[src/rtl/fetch_unit_if.sv]
// rtl/fetch_unit_if.sv - fetch front-end bus bundle: IMEM request/response, redirect and core instruction channels
//
// Purpose: groups every handshake/bus signal of the fetch unit so the design and its
// environment connect through one port.
// Modports:
//   master - the fetch unit: drives mem_req_*, inst_*; samples mem_rsp_*, redirect_*, inst_ready
//   slave  - the environment (IMEM + core): the reverse directions
interface fetch_unit_if;
  logic        mem_req_valid;
  logic        mem_req_ready;
  logic [31:0] mem_req_addr;
  logic        mem_rsp_valid;
  logic [31:0] mem_rsp_data;
  logic        redirect_valid;
  logic [31:0] redirect_pc;
  logic        inst_valid;
  logic        inst_ready;
  logic [31:0] inst;
  logic [31:0] inst_pc;

  modport master (
    output mem_req_valid, mem_req_addr, inst_valid, inst, inst_pc,
    input  mem_req_ready, mem_rsp_valid, mem_rsp_data, redirect_valid, redirect_pc, inst_ready
  );

  modport slave (
    input  mem_req_valid, mem_req_addr, inst_valid, inst, inst_pc,
    output mem_req_ready, mem_rsp_valid, mem_rsp_data, redirect_valid, redirect_pc, inst_ready
  );
endinterface

[src/rtl/fetch_unit.sv]
// rtl/fetch_unit.sv - instruction fetch front-end with credit-limited IMEM requests and redirect flush
//
// Purpose: issues word fetches to IMEM, buffers in-order responses with their PCs and
// presents them to the core; a redirect flushes the buffer and drops stale responses.
// Ports:
//   clk  - rising-edge clock
//   rst  - asynchronous active-high reset
//   bus  - fetch_unit_if.master: IMEM request/response, redirect, instruction output
module fetch_unit #(
  parameter logic [31:0] RESET_PC  = 32'h0000_0000,
  parameter int          BUF_DEPTH = 4
) (
  input  logic          clk,
  input  logic          rst,
  fetch_unit_if.master  bus
);
  localparam int PW = $clog2(BUF_DEPTH);
  localparam int CW = PW + 1;
  localparam logic [CW:0] DEPTH_W = (CW + 1)'(BUF_DEPTH);

  logic [31:0]   fetch_pc_q, fetch_pc_d;
  logic [31:0]   rsp_pc_q, rsp_pc_d;
  logic [CW-1:0] in_flight_q, in_flight_d;
  logic [CW-1:0] drop_cnt_q, drop_cnt_d;
  logic [CW-1:0] count_q, count_d;
  logic [PW-1:0] rd_ptr_q, rd_ptr_d;
  logic [PW-1:0] wr_ptr_q, wr_ptr_d;
  logic          req_valid_q, req_valid_d;
  logic          inst_valid_q, inst_valid_d;
  logic [31:0]   inst_q, inst_d;
  logic [31:0]   inst_pc_q, inst_pc_d;

  logic [31:0]   buf_data_q [BUF_DEPTH];
  logic [31:0]   buf_pc_q   [BUF_DEPTH];

  logic          req_fire, rsp_ok, push, pop;
  logic [31:0]   target_pc;
  logic          unused_pc_bits;

  assign target_pc      = {bus.redirect_pc[31:2], 2'b00};
  assign unused_pc_bits = ^bus.redirect_pc[1:0];

  always_comb begin
    req_fire = req_valid_q & bus.mem_req_ready;
    // A response with nothing outstanding is a protocol error: ignore it entirely.
    rsp_ok   = bus.mem_rsp_valid & (in_flight_q != '0);
    pop      = inst_valid_q & bus.inst_ready & ~bus.redirect_valid;
    push     = rsp_ok & (drop_cnt_q == '0) & ~bus.redirect_valid;

    in_flight_d  = in_flight_q + CW'(req_fire) - CW'(rsp_ok);
    fetch_pc_d   = fetch_pc_q;
    rsp_pc_d     = rsp_pc_q;
    drop_cnt_d   = drop_cnt_q;
    rd_ptr_d     = rd_ptr_q;
    wr_ptr_d     = wr_ptr_q;
    count_d      = count_q;
    inst_valid_d = inst_valid_q;
    inst_d       = inst_q;
    inst_pc_d    = inst_pc_q;

    if (bus.redirect_valid) begin
      fetch_pc_d   = target_pc;
      rsp_pc_d     = target_pc;
      // Everything still outstanding after this edge is stale, including a request
      // accepted right now; a response arriving now is already excluded.
      drop_cnt_d   = in_flight_d;
      rd_ptr_d     = '0;
      wr_ptr_d     = '0;
      count_d      = '0;
      inst_valid_d = 1'b0;
    end else begin
      if (req_fire) fetch_pc_d = fetch_pc_q + 32'd4;
      if (rsp_ok && drop_cnt_q != '0) drop_cnt_d = drop_cnt_q - CW'(1);
      if (push) begin
        rsp_pc_d = rsp_pc_q + 32'd4;
        wr_ptr_d = wr_ptr_q + PW'(1);
      end
      if (pop) rd_ptr_d = rd_ptr_q + PW'(1);
      count_d      = count_q + CW'(push) - CW'(pop);
      inst_valid_d = (count_d != '0);
      // Head registers load the next head; the entry being written this cycle is not
      // in the array yet, so take it straight from the response when it becomes head.
      if (count_d != '0) begin
        if (push && wr_ptr_q == rd_ptr_d) begin
          inst_d    = bus.mem_rsp_data;
          inst_pc_d = rsp_pc_q;
        end else begin
          inst_d    = buf_data_q[rd_ptr_d];
          inst_pc_d = buf_pc_q[rd_ptr_d];
        end
      end
    end

    // Credit rule: outstanding requests plus buffered entries never exceed the buffer.
    req_valid_d = ({1'b0, in_flight_d} + {1'b0, count_d}) < DEPTH_W;
  end

  always_ff @(posedge clk or posedge rst) begin
    if (rst) begin
      fetch_pc_q   <= RESET_PC;
      rsp_pc_q     <= RESET_PC;
      in_flight_q  <= '0;
      drop_cnt_q   <= '0;
      count_q      <= '0;
      rd_ptr_q     <= '0;
      wr_ptr_q     <= '0;
      req_valid_q  <= 1'b0;
      inst_valid_q <= 1'b0;
      inst_q       <= '0;
      inst_pc_q    <= '0;
    end else begin
      fetch_pc_q   <= fetch_pc_d;
      rsp_pc_q     <= rsp_pc_d;
      in_flight_q  <= in_flight_d;
      drop_cnt_q   <= drop_cnt_d;
      count_q      <= count_d;
      rd_ptr_q     <= rd_ptr_d;
      wr_ptr_q     <= wr_ptr_d;
      req_valid_q  <= req_valid_d;
      inst_valid_q <= inst_valid_d;
      inst_q       <= inst_d;
      inst_pc_q    <= inst_pc_d;
    end
  end

  // Buffer storage carries no reset; occupancy is tracked by count_q.
  always_ff @(posedge clk) begin
    if (push) begin
      buf_data_q[wr_ptr_q] <= bus.mem_rsp_data;
      buf_pc_q[wr_ptr_q]   <= rsp_pc_q;
    end
  end

  assign bus.mem_req_valid = req_valid_q;
  assign bus.mem_req_addr  = fetch_pc_q;
  assign bus.inst_valid    = inst_valid_q;
  assign bus.inst          = inst_q;
  assign bus.inst_pc       = inst_pc_q;
endmodule

[src/flat_wrapper.sv]
// flat-port wrapper written by rule: the top's interface ports become plain ports
module fetch_unit_flat 
#(
  parameter logic [31:0] RESET_PC  = 32'h0000_0000,
  parameter int          BUF_DEPTH = 4
)
  (clk, rst, bus_mem_req_valid, bus_mem_req_addr, bus_inst_valid, bus_inst, bus_inst_pc, bus_mem_req_ready, bus_mem_rsp_valid, bus_mem_rsp_data, bus_redirect_valid, bus_redirect_pc, bus_inst_ready);
  fetch_unit_if bus_i ();
  input  logic clk;
  input  logic rst;
  output wire logic [$bits(bus_i.mem_req_valid)-1:0] bus_mem_req_valid;
  output wire logic [$bits(bus_i.mem_req_addr)-1:0] bus_mem_req_addr;
  output wire logic [$bits(bus_i.inst_valid)-1:0] bus_inst_valid;
  output wire logic [$bits(bus_i.inst)-1:0] bus_inst;
  output wire logic [$bits(bus_i.inst_pc)-1:0] bus_inst_pc;
  input wire logic [$bits(bus_i.mem_req_ready)-1:0] bus_mem_req_ready;
  input wire logic [$bits(bus_i.mem_rsp_valid)-1:0] bus_mem_rsp_valid;
  input wire logic [$bits(bus_i.mem_rsp_data)-1:0] bus_mem_rsp_data;
  input wire logic [$bits(bus_i.redirect_valid)-1:0] bus_redirect_valid;
  input wire logic [$bits(bus_i.redirect_pc)-1:0] bus_redirect_pc;
  input wire logic [$bits(bus_i.inst_ready)-1:0] bus_inst_ready;
  assign bus_mem_req_valid = bus_i.mem_req_valid;
  assign bus_mem_req_addr = bus_i.mem_req_addr;
  assign bus_inst_valid = bus_i.inst_valid;
  assign bus_inst = bus_i.inst;
  assign bus_inst_pc = bus_i.inst_pc;
  assign bus_i.mem_req_ready = bus_mem_req_ready;
  assign bus_i.mem_rsp_valid = bus_mem_rsp_valid;
  assign bus_i.mem_rsp_data = bus_mem_rsp_data;
  assign bus_i.redirect_valid = bus_redirect_valid;
  assign bus_i.redirect_pc = bus_redirect_pc;
  assign bus_i.inst_ready = bus_inst_ready;
  fetch_unit #(.RESET_PC(RESET_PC), .BUF_DEPTH(BUF_DEPTH)) u_core (.clk(clk), .rst(rst), .bus(bus_i));
endmodule
[config.mk]
export PLATFORM = sky130hd
export DESIGN_NAME = fetch_unit_flat
export DESIGN_NICKNAME = d
export VERILOG_FILES = /design/src/rtl/fetch_unit_if.sv /design/src/rtl/fetch_unit.sv /design/src/flat_wrapper.sv
export SDC_FILE = /design/constraint.sdc
export NUM_CORES = 1
export LEC_CHECK = 0
export BUFFER_PORTS_ARGS = -buffer_cell sky130_fd_sc_hd__buf_2
export CAP_MARGIN = 0
export CORE_ASPECT_RATIO = 1.5
export CORE_UTILIZATION = 41
export DETAILED_ROUTE_END_ITERATION = 10
export GPL_ROUTABILITY_DRIVEN = 0
export PLACE_DENSITY_LB_ADDON = 0.15
export SLEW_MARGIN = 20
export SYNTH_ARGS = -nofsm -noshare
export SYNTH_HDL_FRONTEND = slang
export SYNTH_SLANG_ARGS = --single-unit
[constraint.sdc]
create_clock -name clk -period 8.63 [get_ports clk]
set_clock_uncertainty 0.15 [all_clocks]
set_input_delay 1.726 -clock clk [delete_from_list [all_inputs] [get_ports clk]]
set_output_delay 1.726 -clock clk [all_outputs]
set_load 0.005 [all_outputs]
# == Word level (Yosys, flattened, before mapping) ==
# Memory sizes are Yosys's and may differ from the RTL's. A register that Yosys moved wholly into a read port is not among the register bits.
# Cells that the tools add are included.
# op_classes
add_sub_neg,10
n_mul,0
div_mod_pow,0
order_cmp,1
eq_ne,0
n_shift,0
muxes,15
bitwise_logic,7
reduce_logical,9
# op_table
op,count
$mux W32,4
$add A32 B3 Y32 const B,2
$mux W2,5
$mux W3,3
$reduce_bool A3 Y1,3
$add A3 B1 Y3,2
$and A1 B1 Y1,6
$reduce_bool A2 Y1,3
$sub A3 B1 Y3,2
$add A2 B1 Y2 const B,2
$add A3 B3 Y4,1
$lt A4 B3 Y1 const B,1
$logic_not A3 Y1,1
$mux W1,3
$sub A3 B1 Y3 const B,1
$reduce_and A2 Y1,1
$logic_and A1 B1 Y1,1
$not A1 Y1,1
# totals
regBits,79
latchBits,0
mem_bits_rw,256
mem_bits_ro,0
input_bits,70
out_inout_bits,98
word_cells,53
memories,2
# memory_table
name,words,width,rd,rd_clocked_by_memory_dff,wr,line,text
u_core.buf_data_q,4,32,1,1,1,fetch_unit.sv:33,logic [31:0] buf_data_q [BUF_DEPTH];
u_core.buf_pc_q,4,32,1,1,1,fetch_unit.sv:34,logic [31:0] buf_pc_q [BUF_DEPTH];

# == Logic depth before layout (Yosys ltp) ==
# Gate-level depths: netlist of the first run.
# logic_depth
word_depth,9
mapped_depth,16
depth_no_buf,11

# == Worst setup path after synthesis of the first run ==
# No wires, ideal clock.
# synth_path
kind,input -> register
start,in bus_redirect_valid
end,reg u_core.req_valid_q (netlist: u_core.bus.mem_req_valid)
setup_ps,82
t_arrival_ps,4815
required_ps,8398
setup_slack_ps,3583
stages,15
cell_sequence,nand3b_1 -> clkbuf_1 -> inv_2 -> buf_2 -> buf_2 -> buf_2 -> ha_1 -> inv_1 -> ha_1 -> fa_1 -> xnor3_1 -> and2_1 -> ha_1 -> or3_1 -> a31oi_1
# synth_between
elab_chain_cells,7
# synth_rtl
element,line,text
from (decl),flat_wrapper.sv:19,input wire logic [$bits(bus_i.redirect_valid)-1:0] bus_redirect_valid;
$not A1 Y1 (no source line),-,
$and A1 B1 Y1,fetch_unit.sv:48,push = rsp_ok & (drop_cnt_q == '0) & ~bus.redirect_valid;
$add A3 B1 Y3,fetch_unit.sv:79,count_d = count_q + CW'(push) - CW'(pop);
$sub A3 B1 Y3,fetch_unit.sv:79,
$mux W3 (*),fetch_unit.sv:61,if (bus.redirect_valid) begin
via u_core.count_d[2],fetch_unit.sv:25,"logic [CW-1:0] count_q, count_d;"
$add A3 B3 Y4 (*),fetch_unit.sv:95,"req_valid_d = ({1'b0, in_flight_d} + {1'b0, count_d}) < DEPTH_W;"
$lt A4 B3 Y1 (*),fetch_unit.sv:95,
via u_core.req_valid_d,fetch_unit.sv:28,"logic req_valid_q, req_valid_d;"
to (signal assigned),fetch_unit.sv:119,req_valid_q <= req_valid_d;
to (decl),fetch_unit.sv:28,
# Mark *: on every way through the listed nets, which the timed path passes. The rest lies on a longest branch.
# A chain may end at the register's enable or synchronous reset.

# == Final worst setup path of the first run ==
# layout_path
start,in bus_redirect_valid
end,reg u_core.inst_pc_q[21] (netlist: u_core.bus.inst_pc[21]) (read register of u_core.buf_pc_q)
# layout_between
elab_chain_cells,6
# layout_rtl
element,line,text
$not A1 Y1 (no source line) (*),-,
$and A1 B1 Y1,fetch_unit.sv:48,
$add A3 B1 Y3,fetch_unit.sv:79,
$sub A3 B1 Y3,fetch_unit.sv:79,
$reduce_bool A3 Y1,fetch_unit.sv:83,if (count_d != '0) begin
$reduce_and A2 Y1 (no source line),-,
to (decl),fetch_unit.sv:31,"logic [31:0] inst_pc_q, inst_pc_d;"
# Every way passes the cells marked *; elsewhere a longest branch is shown, timed or not. The select of a mux whose other input is x is not followed.

==> results of run 1 <==
==> synthesized netlist by cell type, types with 3 or more instances <==
library cell,count,area (um2)
edfxtp_1,248,7447
nor3_1,192,960.9
nand2_1,153,574.3
dfrtp_1,137,3428
o21ai_0,129,645.6
o22ai_1,122,763.2
mux2_2,99,1115
clkbuf_1,81,304.0
inv_1,80,300.3
o221ai_1,63,551.8
xnor2_1,49,429.2
buf_2,29,145.1
nand4_1,24,150.1
nor2_1,22,82.58
nand3_1,20,100.1
a21oi_1,18,90.09
ha_1,14,175.2
buf_1,13,48.80
xor2_1,12,105.1
and3_1,11,68.82
and2_1,8,50.05
nor4_2,8,100.1
and4_1,5,43.79
or3_1,5,31.28
a21boi_0,4,30.03
buf_4,4,30.03
nand2b_1,3,18.77
nor2b_1,3,18.77
nor3_2,3,30.03
o21a_1,3,22.52
==> final cells by class <==
| cell class | instances | area (um2) |
|---|---|---|
| Antenna cell | 1 | 2.502 |
| Clock buffer | 58 | 1151 |
| Clock inverter | 14 | 125.1 |
| Fill cell | 4037 | 23120 |
| Inverter | 82 | 320.3 |
| Multi-Input combinational cell | 999 | 6480 |
| Sequential cell | 385 | 10880 |
| Tap cell | 576 | 720.7 |
| Timing Repair Buffer | 181 | 955.9 |
==> logic make-up (layout without fill, tap and decap cells) <==
| family | Yosys count | in the layout | synth area share |
|---|---|---|---|
| AND/OR/NAND/NOR | 463 | 463 | 0.1258 |
| flip-flops | 385 | 385 | 0.5989 |
| AO/OA/AOI/OAI | 353 | 353 | 0.1228 |
| buffers and inverters | 211 | 335 | 0.04727 |
| multiplexers | 101 | 101 | 0.06249 |
| XOR/XNOR | 62 | 62 | 0.03066 |
| adder cells (fa/ha/maj) | 16 | 16 | 0.01185 |
| other | 1 | 5 | 0.0002065 |
==> stage by stage <==
stage / total power [mW] / utilization / std cells / cell area (um2)
after floorplan: 3.192 / - / 1595 / 18170
after detailed placement: 3.675 / 0.4424 / 2223 / 19360
after CTS: 5.378 / 0.4716 / 2295 / 20630
after global routing: 5.607 / 0.4717 / 2296 / 20640
after global placement: 3.644 / 0.4424 / 2223 / 19360
final: 5.323 / 0.4717 / 2296 / 20640
==> layout by cell type, fill, tap and decap left out, drive strengths merged, types with 58 or more instances in the layout <==
master and instances:
buf 181, clkbuf 58, dfrtp 137, edfxtp 248, inv 83, mux2 99, nand2 153, nor3 195
o21ai 131, o221ai 63, o22ai 122
==> state kept, by name (all words and copies together) (netlist names) <==
signal and flops:
u_core.in_flight_q 3, u_core.bus.mem_req_addr 30, u_core.bus.inst_valid 1, u_core.bus.inst 32
u_core.buf_data_q 128, u_core.drop_cnt_q 3, u_core.bus.mem_req_valid 1, u_core.buf_pc_q 120
u_core.bus.inst_pc 30, u_core.wr_ptr_q 2, u_core.rd_ptr_q 2, u_core.count_q 3
u_core.rsp_pc_q 30
==> per-layer routing <==
metal  track usage  wire [um]
met1        0.2562      19440
met3       0.03041       2411
met5             0          0
met4       0.08090       1344
met2        0.3699      24130
==> power by group through the flow <==
stage | Sequential, mW | Combinational (mW) | Clock (mW)
after floorplan | 2.41 | 0.783 | 0
after global placement | 2.44 | 1.20 | 0
after detailed placement | 2.44 | 1.23 | 0
after CTS | 2.41 | 1.23 | 1.73
after global routing | 2.44 | 1.36 | 1.80
final | 2.41 | 1.22 | 1.70
==> worst paths after layout <==
path / slack, ps / from / to / depth (start not counted)
max reg2reg: 4040 / u_core.bus.inst_valid / u_core.bus.inst_pc[21] / 12
max: 2810 / bus_redirect_valid / u_core.bus.inst_pc[21] / 13
max in group asynchronous: 5770 / rst / u_core.rd_ptr_q[1] / 3
min in group asynchronous: 1190 / rst / u_core.rsp_pc_q[7] / 2
min: 330 / u_core.bus.inst[23] / u_core.bus.inst[23] / 2
min reg2reg: 330 / u_core.bus.inst[23] / u_core.bus.inst[23] / 2
==> critical path, cell delays in order <==
cell      delay [ps]
buf_2            280
nand3b_1         340
inv_6            560
ha_1             220
inv_1             40
ha_1             190
fa_1             360
xnor3_1          440
o31ai_4          200
a41oi_1           80
nand2_2          820
buf_4            480
o221ai_1         190
==> out/metrics.cfg, run 1 <==
[sta]
worst_slew_pin_slew_ps = 1083
fin_crit_ps = 5817
hold_viol_final = 0
finalWorstSetupSlack_ps = 2813
rsz0062_at_grt = no
setup_violations = 0
slew_violations = 0
fin_hold_ws_ps = 333.9
setup_tns_ps = 0
max_freq_mhz = 171.9
slew_headroom = 0.2782
timing.final.crit_share = 0.6740

[setup_path]
required_ps = 8860
start_kind = input port
end_kind = flop
critPathMaxFanout = 101
crit_type = input port to flop
worstPathArrival_ps = 6040

[clock_network]
cts_sinks = 385
numCtsBuffers = 40
clock_tree.buffer_depth = 3
clkLatencyLatePin_ps = 530
clkTransAtPathRegs_ps = 60
hold_buffers = 0
cts_tree = done
cts_resized = 0
post-cts-setup-buffers = 0
cts-root-buf = clkbuf_16
htree_num_levels = 2

[grt]
antenna_found_initial = 1
first_global_vias = 13460
grt-ovfl-total = 0
grt_pass1_wl_um = 74130
track_usage = 0.2089
grt_max_degree = 106

[pwr]
p_clk_frac = 0.319
powerDensity_nw_per_um2 = 258.0
p_sw_frac = 0.3049
combinationalPowerShare = 0.229
power_switching_mw = 1.623
p_leak_nw = 7.654
ir_drop_v = 0.0001957
seq_power_share = 0.453
intPower_mw = 3.700

[route]
drtIter0Drc = 939
ant_nets = 0
firstDrtPassIters = 7
vias_per_cell = 5.797
drc = 0
via_count = 13310
wl_um = 47330
routedWlPerCell_um = 20.61

[finish]
layout.nets = 1775
final_layout_size_suffix_gt1_frac = 0.2123
syn_to_final_growth_pct = 13.63

[yosys]
synth-seq-cells = 385
synth-async-reset-ratio = 0.3558
yosys.cell_types.count = 53
synthCells = 1592
synth.cell_area_um2 = 18160
synth_edf_count = 248
yosysWarnings = 0
synthFlopType = edfxtp_1
seq_area_frac_synth = 0.5989
synth.avg_cell_area_um2 = 11.41

[place]
pre_cts_ws_ps = 2279
io_buffers = 161
dp_hpwl_um = 26800

[worst_hold_path]
hp-class = flop to flop

[floorplanning]
core_area_um2 = 43750
ios = 168
die-area_um2 = 45160
start_util = 0.4151
die_w_um = 173.8
rows = 94
fp.dieH_um = 259.8

[flow_run]
cap_viol_max_count = 0

[run_status]
status = completed

No activity file was read; power rests on OpenSTA's default activity.
==> run 2: changes to the inputs <==
clock period = 5.7 ns   (was 8.63 ns; I/O delays follow)
==> run 2 against run 1 <==
- register-to-register slack worse by 2300 ps
- flip-flop and latch count stayed put
- via count is 0.66% lower
- setup slack lost 1100 ps
- non-clock buffer count is 4 higher
- clock power grew 49%
- final cell count hardly changed
- sequential share of layout area fell by 0.073 points
- critical path depth fell by 2
- cell area rose by 0.14%
- first-iteration DRC count decreased by 12%
- core utilization increased by 0.066 points
- highest routed layer unchanged
==> out/metrics.cfg, run 2 (synthesis gave the netlist of run 1 again) <==
[run_status]
status = completed

[finish]
final_cell_mix = edfxtp_1 (248), nor3_1 (191), buf_2 (161)
final_layout_size_suffix_gt1_frac = 0.2120
instances_no_fill = 2298
final_util = 0.4723
syn_to_final_growth_pct = 13.79
insertedDiodeCount = 0
layout.nets = 1778
mostFrequentLayoutCell = edfxtp_1
largest_reg_flops = 128
regMostFlops = u_core.buf_data_q

[pwr]
intPower_mw = 5.579
power_switching_mw = 2.486
p_clk_frac = 0.314
p_leak_nw = 7.673
seq_power_share = 0.451
ir_drop_v = 0.0002273
total_power_mw = 8.065
powerDensity_nw_per_um2 = 390.3
p_sw_frac = 0.3082
combinationalPowerShare = 0.234

[grt]
grt_max_degree = 112
track_usage = 0.2135
grt_pass1_wl_um = 75680
grt-ovfl-total = 0
first_global_vias = 13540
antenna_found_initial = 0

[setup_path]
crit_type = input port to flop
cp-startpoint = bus_mem_rsp_valid
ff2ff_path_depth = 10
end_kind = flop
worstPathArrival_ps = 4270
worstReg2RegStart = u_core.in_flight_q[2]
required_ps = 5950
critPathMaxFanout = 27
start_kind = input port

[route]
via_count = 13220
firstDrtPassIters = 6
drc = 0
drtIter0Drc = 829
routedWlPerCell_um = 20.86
wl_um = 47930
ant_nets = 0
vias_per_cell = 5.754

[place]
io_buffers = 161
dp_hpwl_um = 27490
pre_cts_ws_ps = 1098
placed_cells = 2227

[clock_network]
clkTransAtPathRegs_ps = 60
cts_tree = done
cts_sinks = 385
clock_tree.buffer_depth = 3
cts-root-buf = clkbuf_16
post-cts-setup-buffers = 0
clkLatencyLatePin_ps = 550
numCtsBuffers = 39
htree_num_levels = 2
cts_resized = 0
hold_buffers = 0

[sta]
max_freq_mhz = 249.0
slew_violations = 0
slew_headroom = 0.2942
setup_violations = 0
rsz0062_at_grt = no
finalWorstSetupSlack_ps = 1683
worst_slew_pin_slew_ps = 1054
hold_viol_final = 0
setup_tns_ps = 0
timing.final.crit_share = 0.7047
fin_crit_ps = 4017

[flow_run]
cap_viol_max_count = 0

[floorplanning]
fp.dieH_um = 259.8
die-area_um2 = 45160
rows = 94
ios = 168
start_util = 0.4151
die_w_um = 173.8
core_area_um2 = 43750

[worst_hold_path]
hp-class = flop to flop
hold_depth = 2
hold_start = u_core.bus.inst[12]

## run 2: cell count changes in the layout (fill, tap and decap cells not counted), sizes merged
cell,previous run,this run
buf,181,185
clkinv,9,10
clkinvlp,2,1
diode,1,0
inv,83,82
## run 2: area by class of cell
type                    count  area, um2
flip-flops and latches    385      10880
well taps                 576      720.7
clock buffers              58       1120
clock inverters            13      116.4
repair buffers            185       1027
inverters                  82      320.3
fillers                  4022      23090
multi-input cells         999       6480
## run 2: layer usage
metal	global-route usage	vias up	wire, um
li1	-	6143	-
met1	0.2659	6603	20350
met2	0.3744	376	23860
met3	0.02865	100	2107
met4	0.08406	0	1616
met5	0	-	0
## run 2: power by group through the flow
stage	clock network [mW]	logic, mW	registers, mW
3_5_place_dp	0	1.91	3.70
5_1_grt	2.69	2.13	3.69
4_1_cts	2.59	1.92	3.65
2_1_floorplan	0	1.19	3.65
6_report	2.53	1.89	3.64
3_3_place_gp	0	1.86	3.69
## run 2: stage by stage
stage,hold slack [ps],cell area [um2]
6_report,332.9,20660
5_1_grt,362.3,20660
4_1_cts,337.5,20660
3_5_place_dp,317.7,19420
3_3_place_gp,315.9,19420
2_1_floorplan,326.0,18170
## run 2: worst paths after layout
check	endpoint	slack, ps
setup reg to reg	u_core.bus.inst_pc[2]	1700
setup / recovery	u_core.bus.inst_pc[2]	1680
max in group asynchronous	u_core.bus.inst[1]	3940
hold / removal	u_core.bus.inst[12]	330
hold reg to reg	u_core.bus.inst[12]	330
min in group asynchronous	u_core.bus.inst[29]	540
## run 2: critical path, cell delays in order
cell and delay [ps]:
buf_2 120, o31ai_2 160, nor3_2 550, ha_1 280
fa_1 170, xnor3_1 450, o31ai_4 210, a41oi_1 80
nand2_2 590, buf_4 350, o221ai_1 150
